`config.mk`:
```
export PLATFORM = sky130hd
export DESIGN_NAME = pipeline_hazard_ctrl_flat
export DESIGN_NICKNAME = d
export VERILOG_FILES = /design/src/rtl/pipeline_hazard_ctrl_if.sv /design/src/rtl/pipeline_hazard_ctrl.sv /design/src/flat_wrapper.sv
export SDC_FILE = /design/constraint.sdc
export NUM_CORES = 1
export LEC_CHECK = 0
export CAP_MARGIN = 20
export CORE_AREA = 2 2 43 45
export CTS_CLUSTER_SIZE = 16
export DETAILED_ROUTE_END_ITERATION = 16
export DIE_AREA = 0 0 45 47
export GPL_ROUTABILITY_DRIVEN = 0
export PLACE_DENSITY = 0.77
export SETUP_SLACK_MARGIN = 0.4
export SYNTH_ARGS = -nofsm -noshare
export SYNTH_HDL_FRONTEND = slang
export SYNTH_SLANG_ARGS = --single-unit
```
`constraint.sdc`:
```
create_clock -name clk -period 2.4 [get_ports clk]
set_clock_uncertainty 0.1 [all_clocks]
set_input_delay 0.48 -clock clk [delete_from_list [all_inputs] [get_ports clk]]
set_output_delay 0.48 -clock clk [all_outputs]
set_load 0.03 [all_outputs]
```
`src/rtl/pipeline_hazard_ctrl_if.sv`:
```
// Hazard-controller bundle: ID/EX hazard sources in, pipeline enables/bubbles out.
`default_nettype none
interface pipeline_hazard_ctrl_if #(
  parameter int REG_AW = 5
);
  logic [REG_AW-1:0] id_rs;
  logic [REG_AW-1:0] id_rt;
  logic              id_uses_rt;
  logic              ex_mem_read;
  logic [REG_AW-1:0] ex_rt;
  logic              ex_redirect;
  logic              ex_mdu_start;
  logic              pc_write;
  logic              if_id_write;
  logic              if_id_flush;
  logic              id_ex_bubble;
  logic              mdu_busy;
  logic              mdu_done;

  modport master (
    output id_rs, id_rt, id_uses_rt, ex_mem_read, ex_rt, ex_redirect, ex_mdu_start,
    input  pc_write, if_id_write, if_id_flush, id_ex_bubble, mdu_busy, mdu_done
  );

  modport slave (
    input  id_rs, id_rt, id_uses_rt, ex_mem_read, ex_rt, ex_redirect, ex_mdu_start,
    output pc_write, if_id_write, if_id_flush, id_ex_bubble, mdu_busy, mdu_done
  );
endinterface
`default_nettype wire

```
`src/rtl/pipeline_hazard_ctrl.sv`:
```
// 5-stage MIPS hazard controller: load-use stall, redirect squash, MDU freeze FSM.
// Optional HAZ_PERF_CNT_EN adds saturating stall_cycles/flush_cycles counters.
`default_nettype none
module pipeline_hazard_ctrl #(
  parameter int REG_AW      = 5,
  parameter int MDU_LATENCY = 32,
  parameter int CNT_W       = 6
) (
  input  wire logic            clk,
  input  wire logic            reset,
  pipeline_hazard_ctrl_if.slave hz
`ifdef HAZ_PERF_CNT_EN
  ,
  output logic [31:0]          stall_cycles,
  output logic [31:0]          flush_cycles
`endif
);

  typedef enum logic [1:0] {
    RUN      = 2'd0,
    MDU_BUSY = 2'd1,
    DRAIN    = 2'd2
  } state_t;

  localparam logic [REG_AW-1:0] ZERO_REG  = '0;
  localparam logic [CNT_W-1:0]  CNT_START = CNT_W'(MDU_LATENCY - 2);

  state_t           state_q;
  logic [CNT_W-1:0] count_q;

  logic load_use;
  logic freeze;
  logic pc_write_w;
  logic if_id_write_w;
  logic if_id_flush_w;
  logic id_ex_bubble_w;

  assign load_use = hz.ex_mem_read && (hz.ex_rt != ZERO_REG) &&
                    ((hz.ex_rt == hz.id_rs) || (hz.id_uses_rt && (hz.ex_rt == hz.id_rt)));

  assign freeze = ((state_q == RUN) && hz.ex_mdu_start) || (state_q == MDU_BUSY);

  always_comb begin
    pc_write_w     = 1'b1;
    if_id_write_w  = 1'b1;
    if_id_flush_w  = 1'b0;
    id_ex_bubble_w = 1'b0;
    if (!reset) begin
      pc_write_w     = 1'b0;
      if_id_write_w  = 1'b0;
      if_id_flush_w  = 1'b1;
      id_ex_bubble_w = 1'b1;
    end else if (hz.ex_redirect) begin
      // Squash both younger slots while the PC loads the target.
      if_id_flush_w  = 1'b1;
      id_ex_bubble_w = 1'b1;
    end else if (freeze || load_use) begin
      pc_write_w     = 1'b0;
      if_id_write_w  = 1'b0;
      id_ex_bubble_w = 1'b1;
    end
  end

  assign hz.pc_write     = pc_write_w;
  assign hz.if_id_write  = if_id_write_w;
  assign hz.if_id_flush  = if_id_flush_w;
  assign hz.id_ex_bubble = id_ex_bubble_w;
  assign hz.mdu_busy     = reset && (state_q == MDU_BUSY);
  assign hz.mdu_done     = reset && (state_q == DRAIN);

  // The start cycle itself is the first freeze cycle, hence the LATENCY-2 preload.
  always_ff @(posedge clk or negedge reset) begin
    if (!reset) begin
      state_q <= RUN;
      count_q <= '0;
    end else begin
      case (state_q)
        RUN: begin
          if (hz.ex_mdu_start && !hz.ex_redirect) begin
            state_q <= MDU_BUSY;
            count_q <= CNT_START;
          end
        end
        MDU_BUSY: begin
          if (count_q == '0) begin
            state_q <= DRAIN;
          end else begin
            count_q <= count_q - 1'b1;
          end
        end
        DRAIN: begin
          state_q <= RUN;
        end
        default: begin
          state_q <= RUN;
          count_q <= '0;
        end
      endcase
    end
  end

`ifdef HAZ_PERF_CNT_EN
  always_ff @(posedge clk or negedge reset) begin
    if (!reset) begin
      stall_cycles <= '0;
      flush_cycles <= '0;
    end else begin
      if (!pc_write_w && (stall_cycles != 32'hFFFF_FFFF)) begin
        stall_cycles <= stall_cycles + 32'd1;
      end
      if (hz.ex_redirect && (flush_cycles != 32'hFFFF_FFFF)) begin
        flush_cycles <= flush_cycles + 32'd1;
      end
    end
  end
`endif

endmodule
`default_nettype wire
```
`src/flat_wrapper.sv`:
```
// flat-port wrapper written by rule: the top's interface ports become plain ports
module pipeline_hazard_ctrl_flat 
#(
  parameter int REG_AW      = 5,
  parameter int MDU_LATENCY = 32,
  parameter int CNT_W       = 6
)
  (clk, reset, hz_id_rs, hz_id_rt, hz_id_uses_rt, hz_ex_mem_read, hz_ex_rt, hz_ex_redirect, hz_ex_mdu_start, hz_pc_write, hz_if_id_write, hz_if_id_flush, hz_id_ex_bubble, hz_mdu_busy, hz_mdu_done);
  pipeline_hazard_ctrl_if #(.REG_AW(REG_AW)) hz_i ();
  input  wire logic clk;
  input  wire logic reset;
  input wire logic [$bits(hz_i.id_rs)-1:0] hz_id_rs;
  input wire logic [$bits(hz_i.id_rt)-1:0] hz_id_rt;
  input wire logic [$bits(hz_i.id_uses_rt)-1:0] hz_id_uses_rt;
  input wire logic [$bits(hz_i.ex_mem_read)-1:0] hz_ex_mem_read;
  input wire logic [$bits(hz_i.ex_rt)-1:0] hz_ex_rt;
  input wire logic [$bits(hz_i.ex_redirect)-1:0] hz_ex_redirect;
  input wire logic [$bits(hz_i.ex_mdu_start)-1:0] hz_ex_mdu_start;
  output wire logic [$bits(hz_i.pc_write)-1:0] hz_pc_write;
  output wire logic [$bits(hz_i.if_id_write)-1:0] hz_if_id_write;
  output wire logic [$bits(hz_i.if_id_flush)-1:0] hz_if_id_flush;
  output wire logic [$bits(hz_i.id_ex_bubble)-1:0] hz_id_ex_bubble;
  output wire logic [$bits(hz_i.mdu_busy)-1:0] hz_mdu_busy;
  output wire logic [$bits(hz_i.mdu_done)-1:0] hz_mdu_done;
  assign hz_i.id_rs = hz_id_rs;
  assign hz_i.id_rt = hz_id_rt;
  assign hz_i.id_uses_rt = hz_id_uses_rt;
  assign hz_i.ex_mem_read = hz_ex_mem_read;
  assign hz_i.ex_rt = hz_ex_rt;
  assign hz_i.ex_redirect = hz_ex_redirect;
  assign hz_i.ex_mdu_start = hz_ex_mdu_start;
  assign hz_pc_write = hz_i.pc_write;
  assign hz_if_id_write = hz_i.if_id_write;
  assign hz_if_id_flush = hz_i.if_id_flush;
  assign hz_id_ex_bubble = hz_i.id_ex_bubble;
  assign hz_mdu_busy = hz_i.mdu_busy;
  assign hz_mdu_done = hz_i.mdu_done;
  pipeline_hazard_ctrl #(.REG_AW(REG_AW), .MDU_LATENCY(MDU_LATENCY), .CNT_W(CNT_W)) u_core (.clk(clk), .reset(reset), .hz(hz_i));
endmodule
```
=== After elaboration in Yosys (flattened, before gate mapping) ===
Index checks and enable logic that the tools add are counted.

* Add/subtract/negate cells: 1
* Eq/ne operators: 7
* Mux-type cells: 14
* Bitwise logic cells: 1
* Reductions and logical operators: 16

{| class="wikitable"
|+ Operators by type and width
! cell !! count
|-
| 6-bit case mux with 3 select lines || 1
|-
| 6-bit two-way mux || 2
|-
| 5-bit equality test || 2
|-
| 1-bit two-way mux || 8
|-
| 1-bit logical AND || 7
|-
| 6-bit logical NOT || 1
|-
| 2-bit != test (second input constant) || 3
|-
| 6-bit by 1-bit subtractor with 6-bit output (second input constant) || 1
|-
| 5-bit nonzero test || 1
|-
| 2-bit two-way mux || 2
|-
| 2-bit case mux with 2 select lines || 1
|-
| 1-bit logical OR || 3
|-
| 3-bit AND reduction || 1
|-
| 2-bit by 1-bit equality test with 1-bit output (second input constant) || 1
|-
| 2-bit equality test (second input constant) || 1
|-
| 2-bit logical NOT || 1
|-
| 2-bit AND reduction || 1
|-
| 1-bit logical NOT || 1
|-
| 1-bit NOT || 1
|}

* Bits in registers: 8
* Input bits: 21
* Output and inout bits: 6

=== Depth between registers and ports, before layout ===
Gate-level depths: netlist of run 1.

* Depth after elaboration: 8
* Mapped depth: 6

=== Worst setup path after synthesis of run 1 ===
No wires, ideal clock.

* Path type: input port to output port
* From: input hz_ex_rt[0]
* To: output hz_pc_write
* Arrival time: 1768 ps
* Required time: 1820 ps
* Setup slack: 52 ps
* Stages on the path: 4
* Buffers on the path: 1
* Cell sequence: or4_1 > o21ai_0 > o311a_1 > buf_4

* Cells in the longest elaborated chain, start to end: 8

{| class="wikitable"
|+ RTL lines
! element !! RTL line !! source
|-
| start, declared || flat_wrapper.sv:16 || <nowiki>input wire logic [$bits(hz_i.ex_rt)-1:0] hz_ex_rt;</nowiki>
|-
| 5-bit equality test || pipeline_hazard_ctrl.sv:39 || <nowiki>((hz.ex_rt == hz.id_rs) || (hz.id_uses_rt && (hz.ex_rt == hz.id_rt)));</nowiki>
|-
| 1-bit logical AND || pipeline_hazard_ctrl.sv:39 ||
|-
| 1-bit logical OR || pipeline_hazard_ctrl.sv:39 ||
|-
| 1-bit logical AND * || pipeline_hazard_ctrl.sv:38 || <nowiki>assign load_use = hz.ex_mem_read && (hz.ex_rt != ZERO_REG) &&</nowiki>
|-
| 1-bit logical OR * || pipeline_hazard_ctrl.sv:57 || <nowiki>end else if (freeze || load_use) begin</nowiki>
|-
| 1-bit two-way mux * (3 in series) || - ||
|-
| end, declared || flat_wrapper.sv:19 || <nowiki>output wire logic [$bits(hz_i.pc_write)-1:0] hz_pc_write;</nowiki>
|}

Mark *: on every way between the ends. The rest lies on a longest branch, timed or not.

=== Worst setup path in the final report of run 1 ===
* From: input hz_id_rt[2]
* To: output hz_pc_write

* Cells in the longest elaborated chain, start to end: 8

{| class="wikitable"
|+ RTL lines
! element !! RTL line !! source
|-
| start, declared || flat_wrapper.sv:13 || <nowiki>input wire logic [$bits(hz_i.id_rt)-1:0] hz_id_rt;</nowiki>
|-
| 5-bit equality test || pipeline_hazard_ctrl.sv:39 ||
|-
| 1-bit logical AND || pipeline_hazard_ctrl.sv:39 ||
|-
| 1-bit logical OR || pipeline_hazard_ctrl.sv:39 ||
|-
| 1-bit logical AND || pipeline_hazard_ctrl.sv:38 ||
|-
| 1-bit logical OR || pipeline_hazard_ctrl.sv:57 ||
|-
| 1-bit two-way mux || pipeline_hazard_ctrl.sv:57 ||
|-
| 1-bit two-way mux || pipeline_hazard_ctrl.sv:53 || <nowiki>end else if (hz.ex_redirect) begin</nowiki>
|-
| 1-bit two-way mux || pipeline_hazard_ctrl.sv:48 || <nowiki>if (!reset) begin</nowiki>
|}

No other way between the ends.

==> results of run 1 <==
-- synthesized netlist by cell type, drive strengths merged --
master,instances,area (um^2)
xor2,9,78.83
dfrtp,8,200.2
nor2,8,30.03
nand2,6,22.52
inv,4,15.01
a22o,3,26.28
and3,3,18.77
nor3,3,15.01
o21ai,3,15.01
a31oi,2,12.51
buf,2,12.51
ha,2,25.02
nand2b,2,12.51
or4,2,15.01
a2111oi,1,15.01
a211oi,1,7.510
a21o,1,7.510
a32oi,1,8.760
and2,1,6.260
and4,1,8.760
clkbuf,1,5.000
nand4,1,6.260
nor3b,1,7.510
nor4,1,6.260
o211a,1,10.01
o211ai,1,7.510
o21a,1,7.510
o22a,1,10.01
o311a,1,10.01
or3,1,6.260
or3b,1,8.760
xnor2,1,8.760
-- critical path, stage by stage --
cell,delay [ns]
buf_6,0.10
xor2_2,0.16
nor4_2,0.30
a32oi_2,0.18
o311a_4,0.34
buf_6,0.14
-- cells in the final DEF (no fill, tap or decap), drive strengths merged, types with 3 or more instances in the layout --
cell type,n
o21ai,3
clkbuf,3
buf,21
nand2,6
dfrtp,8
dlygate4sd2,8
nor2,8
inv,4
nor3,3
xor2,9
and3,3
a22o,3
clkdlybuf4s50,4
-- path summary, 6_finish.rpt --
| check | startpoint | endpoint | slack, ns | cells past startpoint |
|---|---|---|---|---|
| min | reset | u_core.count_q[0]$_DFFE_PN0P_ | 0.34 | 2 |
| max in group asynchronous | reset | u_core.count_q[4]$_DFFE_PN0P_ | 1.75 | 2 |
| min reg2reg | u_core.count_q[1]$_DFFE_PN0P_ | u_core.count_q[1]$_DFFE_PN0P_ | 0.46 | 1 |
| min in group clk | u_core.count_q[1]$_DFFE_PN0P_ | u_core.count_q[1]$_DFFE_PN0P_ | 0.46 | 1 |
| max reg2reg | u_core.count_q[0]$_DFFE_PN0P_ | u_core.count_q[4]$_DFFE_PN0P_ | 0.50 | 6 |
| max | hz_id_rt[2] | hz_pc_write | 0.12 | 6 |
-- per-layer routing --
metal / track usage [%] / part of all wire (%) / vias to the layer above
met5: 0 / 0 / -
met4: 7.059 / 0 / 0
met3: 4.615 / 11 / 0
met2: 32.57 / 50 / 35
met1: 18.76 / 39 / 323
li1: - / - / 342
-- through the flow --
stage / cell area, um^2 / utilization (%) / setup WS [ns] / instances / hold WS (ns)
after global placement: 952.2 / 57.65 / -0.2850 / 120 / 0.4346
after floorplan: 669.4 / - / 0.2588 / 75 / 0.08441
after detailed placement: 952.2 / 57.65 / -0.3214 / 120 / 0.4402
final: 1030 / 62.35 / 0.1198 / 125 / 0.3350
after global routing: 1030 / 62.35 / 0.06811 / 125 / 0.3377
after CTS: 991.0 / 60.00 / 0.04750 / 124 / 0.3402
-- registers in the layout (all words and copies together) (netlist names) --
register        count
u_core.count_q      6
u_core.state_q      2
-- cells by family after synthesis --
logic type      count (synthesis)
simple gates                   31
compound gates                 17
buf+inv                         7
flops                           8
fa+ha+maj                       2
xor+xnor                       10
-- timing repair --
item                       CTS  global route
setup endpoints to repair    5             4
cloned                       0             0
gates resized for setup     45            12
buffers inserted             1             1
pin swaps                   10             5
-- power by group through the flow --
stage / logic [mW] / clock network, mW / registers [mW]
floorplan: 0.313 / 0 / 0.234
global placement: 0.395 / 0 / 0.264
detailed placement: 0.401 / 0 / 0.264
CTS: 0.407 / 0.0995 / 0.262
global route: 0.473 / 0.110 / 0.273
finish: 0.429 / 0.0925 / 0.265
-- cell type report --
| cell class | count | area (um^2) | share of cell area, % |
|---|---|---|---|
| multi-input combinational | 60 | 484.2 | 47.02 |
| timing repair buffer | 33 | 286.5 | 27.82 |
| tap | 17 | 21.27 | 2.066 |
| sequential | 8 | 200.2 | 19.44 |
| clock buffer | 3 | 22.52 | 2.187 |
| inverter | 4 | 15.01 | 1.458 |
==> key figures, run 1 <==
Status
  – Result of the run: completed

Synth
  – Dominant combinational cell family by area after synthesis: simple AND/OR/NAND/NOR gates
  – Cell Area, Synth: 646.9 um^2
  – Mux contribution to synthesized area: 0%
  – Total number of yosys warnings: 0
  – Synthesized area divided by synthesized cell count: between 8 and 9 um^2
  – Mapped Cells: 75
  – Compound-Gate Fraction of Synth Area: 21.28%
  – Synth unique cells: 34
  – Adder and majority cell fraction of the synthesized area: 3.868%
  – Synthesis-stage register bit count: 8
  – Net Count, Synth: 98
  – Basic-gate share of the synthesized area counting and, or, nand and nor cells: 25.34%
  – Proportion of synthesized chip area in sequential cells: 30.95%
  – Post-synthesis xor/xnor area fraction: 13.54%

Drt
  – Wirelength per Cell: 13.45 um
  – Vias per std cell: 5.600
  – Number of antenna-violating nets in the routed design: 0
  – Via count: 700
  – Number of search-and-repair iterations in the first detailed-routing pass: 4
  – DRC viols: 0
  – Detailed router's first-iteration violation count: 10
  – Total length of routed wires: 1.681 mm

Timing
  – Final setup violation count: 0
  – RSZ-0062 raised after global routing: yes
  – Peak Freq: 0.4386 GHz
  – Shortest clock period the worst path allows after layout: 2.280 ns
  – Worst slew slack as a fraction of its limit: 75.84%
  – Setup tns final: 0 ns
  – Transition at the pin with the smallest max-transition slack: 0.3596 ns
  – Final Hold Viols: 0
  – Post-route clock period utilization: between 90% and 100%
  – Max-slew violation count: 0

CTS
  – Clock transition at the registers of the reported paths: ~0.05 ns
  – CTS root buffer: clkbuf_4
  – Hold_buf cts: 0
  – Num CTS Buffers: 3
  – Buffer levels on the longest clock path: 2
  – CTS tree: done
  – CTS Sinks: 8
  – H-tree depth: 1
  – Worst-Skew Late Latency: 0.24 ns

Layout
  – Antenna cell count: 0
  – Area growth syn-to-layout: 59.19%
  – Final Net Count: 133
  – Share of cells above drive strength 1: between 30% and 40%
  – Fill cell count: 144

Die
  – Core Footprint: 0.001652 mm^2
  – Initial Utilization: 39.17%
  – DIE AREA: 0.002115 mm^2
  – I/O pin cnt: 27
  – Floorplan row count: 15
  – Die boundary height: 47 um
  – Die Width: 45 um

Pwr
  – Cell leakage power: roughly 0.50 nW
  – Net switching share of the total power: 39.48%
  – Power per cell area: 763.8 mW/mm^2
  – Comb power frac: 54.6%
  – Clock power frac: between 10% and 20%
  – Worst IR Drop VDD: 640.0 uV
  – Overall power after layout: between 700 and 800 uW
  – Psw: ~310 uW
  – Cell Int Power: around 480 uW
  – Sequential group share of total power: approximately a third

Critical path
  – Maximum fanout along the worst path: 2
  – Crit path capture type: output port
  – Sort of element at the start of the critical path: primary input
  – Startpoint-to-endpoint class of the critical path: primary input to output port
  – Data arrival time at the worst-slack endpoint: 1.70 ns
  – Worst path required time: 1.82 ns

Global routing
  – Total routing usage reported by global routing: between 15 and 20%
  – Via count of the first global-routing pass: around 670
  – First-pass GRT wire length: 2.691 mm
  – Initial antenna violation count: 0
  – Pin count of the biggest net entering global routing: 11
  – Remaining global-route overflow: 0

Hold path
  – Worst min path class: primary input to asynchronous set/reset pin

Place
  – Count of port buffers added during placement: 26
  – Estimated wirelength of the detail-placed design: ~1.3 mm

Job
  – Max-cap check violation count: 0
Power figures use the tool's default switching activity.
==> inputs of run 2 (changes only) <==
Settings changed: CORE_AREA 2 2 43 45 to 2 2 42 44, DIE_AREA 0 0 45 47 to 0 0 44 46, PLACE_DENSITY 0.77 to 0.8.
Clock period 2.4 ns to 2.7 ns, I/O delays scaled along.
==> run 2 against run 1 <==
Net effect:
- die area decreased by 4.3%
- global-route usage about the same
- utilization decreased by 4.6 points
- sequential share of layout area increased by 2.0 points
- via count decreased by 5.1%
- power decreased by 13%
- count of clock-buffer cells in the layout unchanged
- worst hold slack got worse by 0.16 ns
- non-clock buffer count decreased by 4
- critical path depth decreased by 1
- sequential power decreased by 8.7%
==> key figures, run 2 (synthesis results as in run 1) <==
Global routing
  – Total routing usage reported by global routing: 17.47%
  – Pin count of the biggest net entering global routing: 11
  – First-pass GRT wire length: 2.594 mm
  – Remaining global-route overflow: 0
  – Initial antenna violation count: 0
  – Via count of the first global-routing pass: 640

Drt
  – Vias per std cell: 5.488
  – Detailed-routed wire length on met3: a little over 90 um
  – Detailed-route wire length on metal 1: 674 um
  – Detailed router's first-iteration violation count: 9
  – Total length of routed wires: 1.579 mm
  – Wirelength per Cell: 13.05 um
  – Number of antenna-violating nets in the routed design: 0
  – Wire length on met2: ~800 um
  – Max Used Layer: met4
  – Number of search-and-repair iterations in the first detailed-routing pass: 4
  – Via count: 664
  – DRC viols: 0

Layout
  – Max reg flops: 6
  – Largest registers ranked by flip-flop count: u_core.count_q (6), u_core.state_q (2)
  – Count of non-filler cells in the finished layout: 121
  – Final standard cell area without fillers: 932.1 um^2
  – Share of cells above drive strength 1: a little under a quarter
  – Commonest cells after routing, fill and taps aside: 9 x xor2_1, 8 x nor2_1, 8 x dfrtp_1, 7 x dlygate4sd2_1, 7 x buf_4
  – Final Net Count: 129
  – Antenna cell count: 0
  – Most common cell after layout, fill and taps aside: xor2_1
  – Biggest register: u_core.count_q
  – Area growth syn-to-layout: 44.10%

CTS
  – Worst-Skew Late Latency: around 0.26 ns
  – Number of buffers inserted by post-CTS setup repair: 0
  – CTS Sinks: 8
  – CTS tree: done
  – H-tree depth: 1
  – Num CTS Buffers: 3
  – Clock transition at the registers of the reported paths: 0.06 ns
  – Buffer levels on the longest clock path: 2
  – CTS root buffer: clkbuf_4

Critical path
  – Worst-case reg-to-reg path depth: 6
  – Maximum fanout along the worst path: 3
  – Delay of the slowest cell on the worst path: 0.52 ns
  – Slowest CP cell: or4_4
  – Data arrival time at the worst-slack endpoint: between 1.5 and 2 ns
  – Kind of cell adding the most delay to the critical path: simple AND/OR/NAND/NOR gates
  – Buffers and inverters on the worst path: 2
  – Worst path required time: 2.06 ns
  – Critical path, cell by cell: buf_6 -> or4_4 -> o21ai_2 -> o311a_1 -> buf_6
  – Sort of element at the start of the critical path: primary input
  – Startpoint-to-endpoint class of the critical path: primary input to output port
  – Crit path capture type: output port
  – Most frequent CP cell: buf_6
  – Number of stages on the worst setup path: 5

Pwr
  – Psw: roughly 280 uW
  – Cell Int Power: 402.4 uW
  – Worst IR Drop VDD: 266.5 uV
  – Comb power frac: 50.4%
  – Cell leakage power: 0.4589 nW
  – Clock power frac: 14.0%
  – Sequential group share of total power: roughly 36%
  – Power per cell area: 730.3 mW/mm^2
  – Net switching share of the total power: about two fifths

Timing
  – Setup WS post-layout: 0.3280 ns
  – Max-slew violation count: 0
  – Transition at the pin with the smallest max-transition slack: 0.3732 ns
  – Final setup violation count: 0
  – Shortest clock period the worst path allows after layout: 2.372 ns
  – Post-route clock period utilization: 87.85%
  – Worst slew slack as a fraction of its limit: 74.96%
  – RSZ-0062 raised after global routing: yes
  – Worst hold slack: 0.1758 ns
  – Final Hold Viols: 0
  – Peak Freq: 0.4216 GHz

Die
  – Die boundary height: 46 um
  – Die Width: 44 um
  – Initial Utilization: between 40% and 50%
  – Floorplan row count: 15
  – I/O pin cnt: 27
  – Core Footprint: 0.001614 mm^2
  – DIE AREA: 0.002024 mm^2

Place
  – Worst Setup Slack post-DPL: -0.09470 ns
  – Placed cells: 118
  – Count of port buffers added during placement: 26
  – Post-Place Cell Area: around 920 um^2
  – Estimated wirelength of the detail-placed design: 1.266 mm

Job
  – Max-cap check violation count: 0

Hold path
  – Worst min path class: primary input to asynchronous set/reset pin

Status
  – Result of the run: completed
==> run 2: path summary, 6_finish.rpt <==
check                                                    from                            end  slack [ns]
max in group asynchronous                               reset  u_core.count_q[1]$_DFFE_PN0P_        1.94
min in group clk                u_core.count_q[1]$_DFFE_PN0P_  u_core.count_q[1]$_DFFE_PN0P_        0.48
worst min register to register  u_core.count_q[1]$_DFFE_PN0P_  u_core.count_q[1]$_DFFE_PN0P_        0.48
worst max-delay path                              hz_ex_rt[0]                    hz_pc_write        0.33
worst min-delay path                                    reset  u_core.count_q[5]$_DFFE_PN0P_        0.18
worst max register to register  u_core.count_q[0]$_DFFE_PN0P_  u_core.count_q[4]$_DFFE_PN0P_        0.78
==> run 2: power by group through the flow <==
stage / clock (mW) / combinational [mW] / sequential (mW)
global placement: 0 / 0.336 / 0.240
global route: 0.100 / 0.378 / 0.253
CTS: 0.0990 / 0.344 / 0.238
floorplan: 0 / 0.274 / 0.208
finish: 0.0954 / 0.343 / 0.242
detailed placement: 0 / 0.349 / 0.239
==> run 2: per-stage QoR <==
stage / utilization (%) / total power [mW] / TNS [ns]
after CTS: 57.52 / 0.6817 / 0
final: 57.75 / 0.6808 / 0
after floorplan: - / 0.4822 / 0
after global routing: 57.75 / 0.7311 / 0
after detailed placement: 56.90 / 0.5878 / -0.1885
after global placement: 56.90 / 0.5760 / -0.08613
==> run 2: cell type report <==
cell class              instances  area, um^2
fillers                       154       681.9
clock buffers                   3       22.52
well taps                      17       21.27
flip-flops and latches          8       200.2
multi-input cells              60       421.7
inverters                       4       15.01
repair buffers                 29       251.5
==> run 2: what timing repair did <==
action | in CTS | in global routing
gates resized for setup | 46 | 1
cloned | 0 | 0
hold buffers | 0 | 0
endpoints found under the setup margin | 4 | 2
pin swaps | 13 | 3
==> run 2: per-layer routing <==
metal	up-vias	GRT usage, %
met3	2	1.190
met5	-	0
li1	331	-
met4	0	9.091
met1	305	20.67
met2	26	31.47
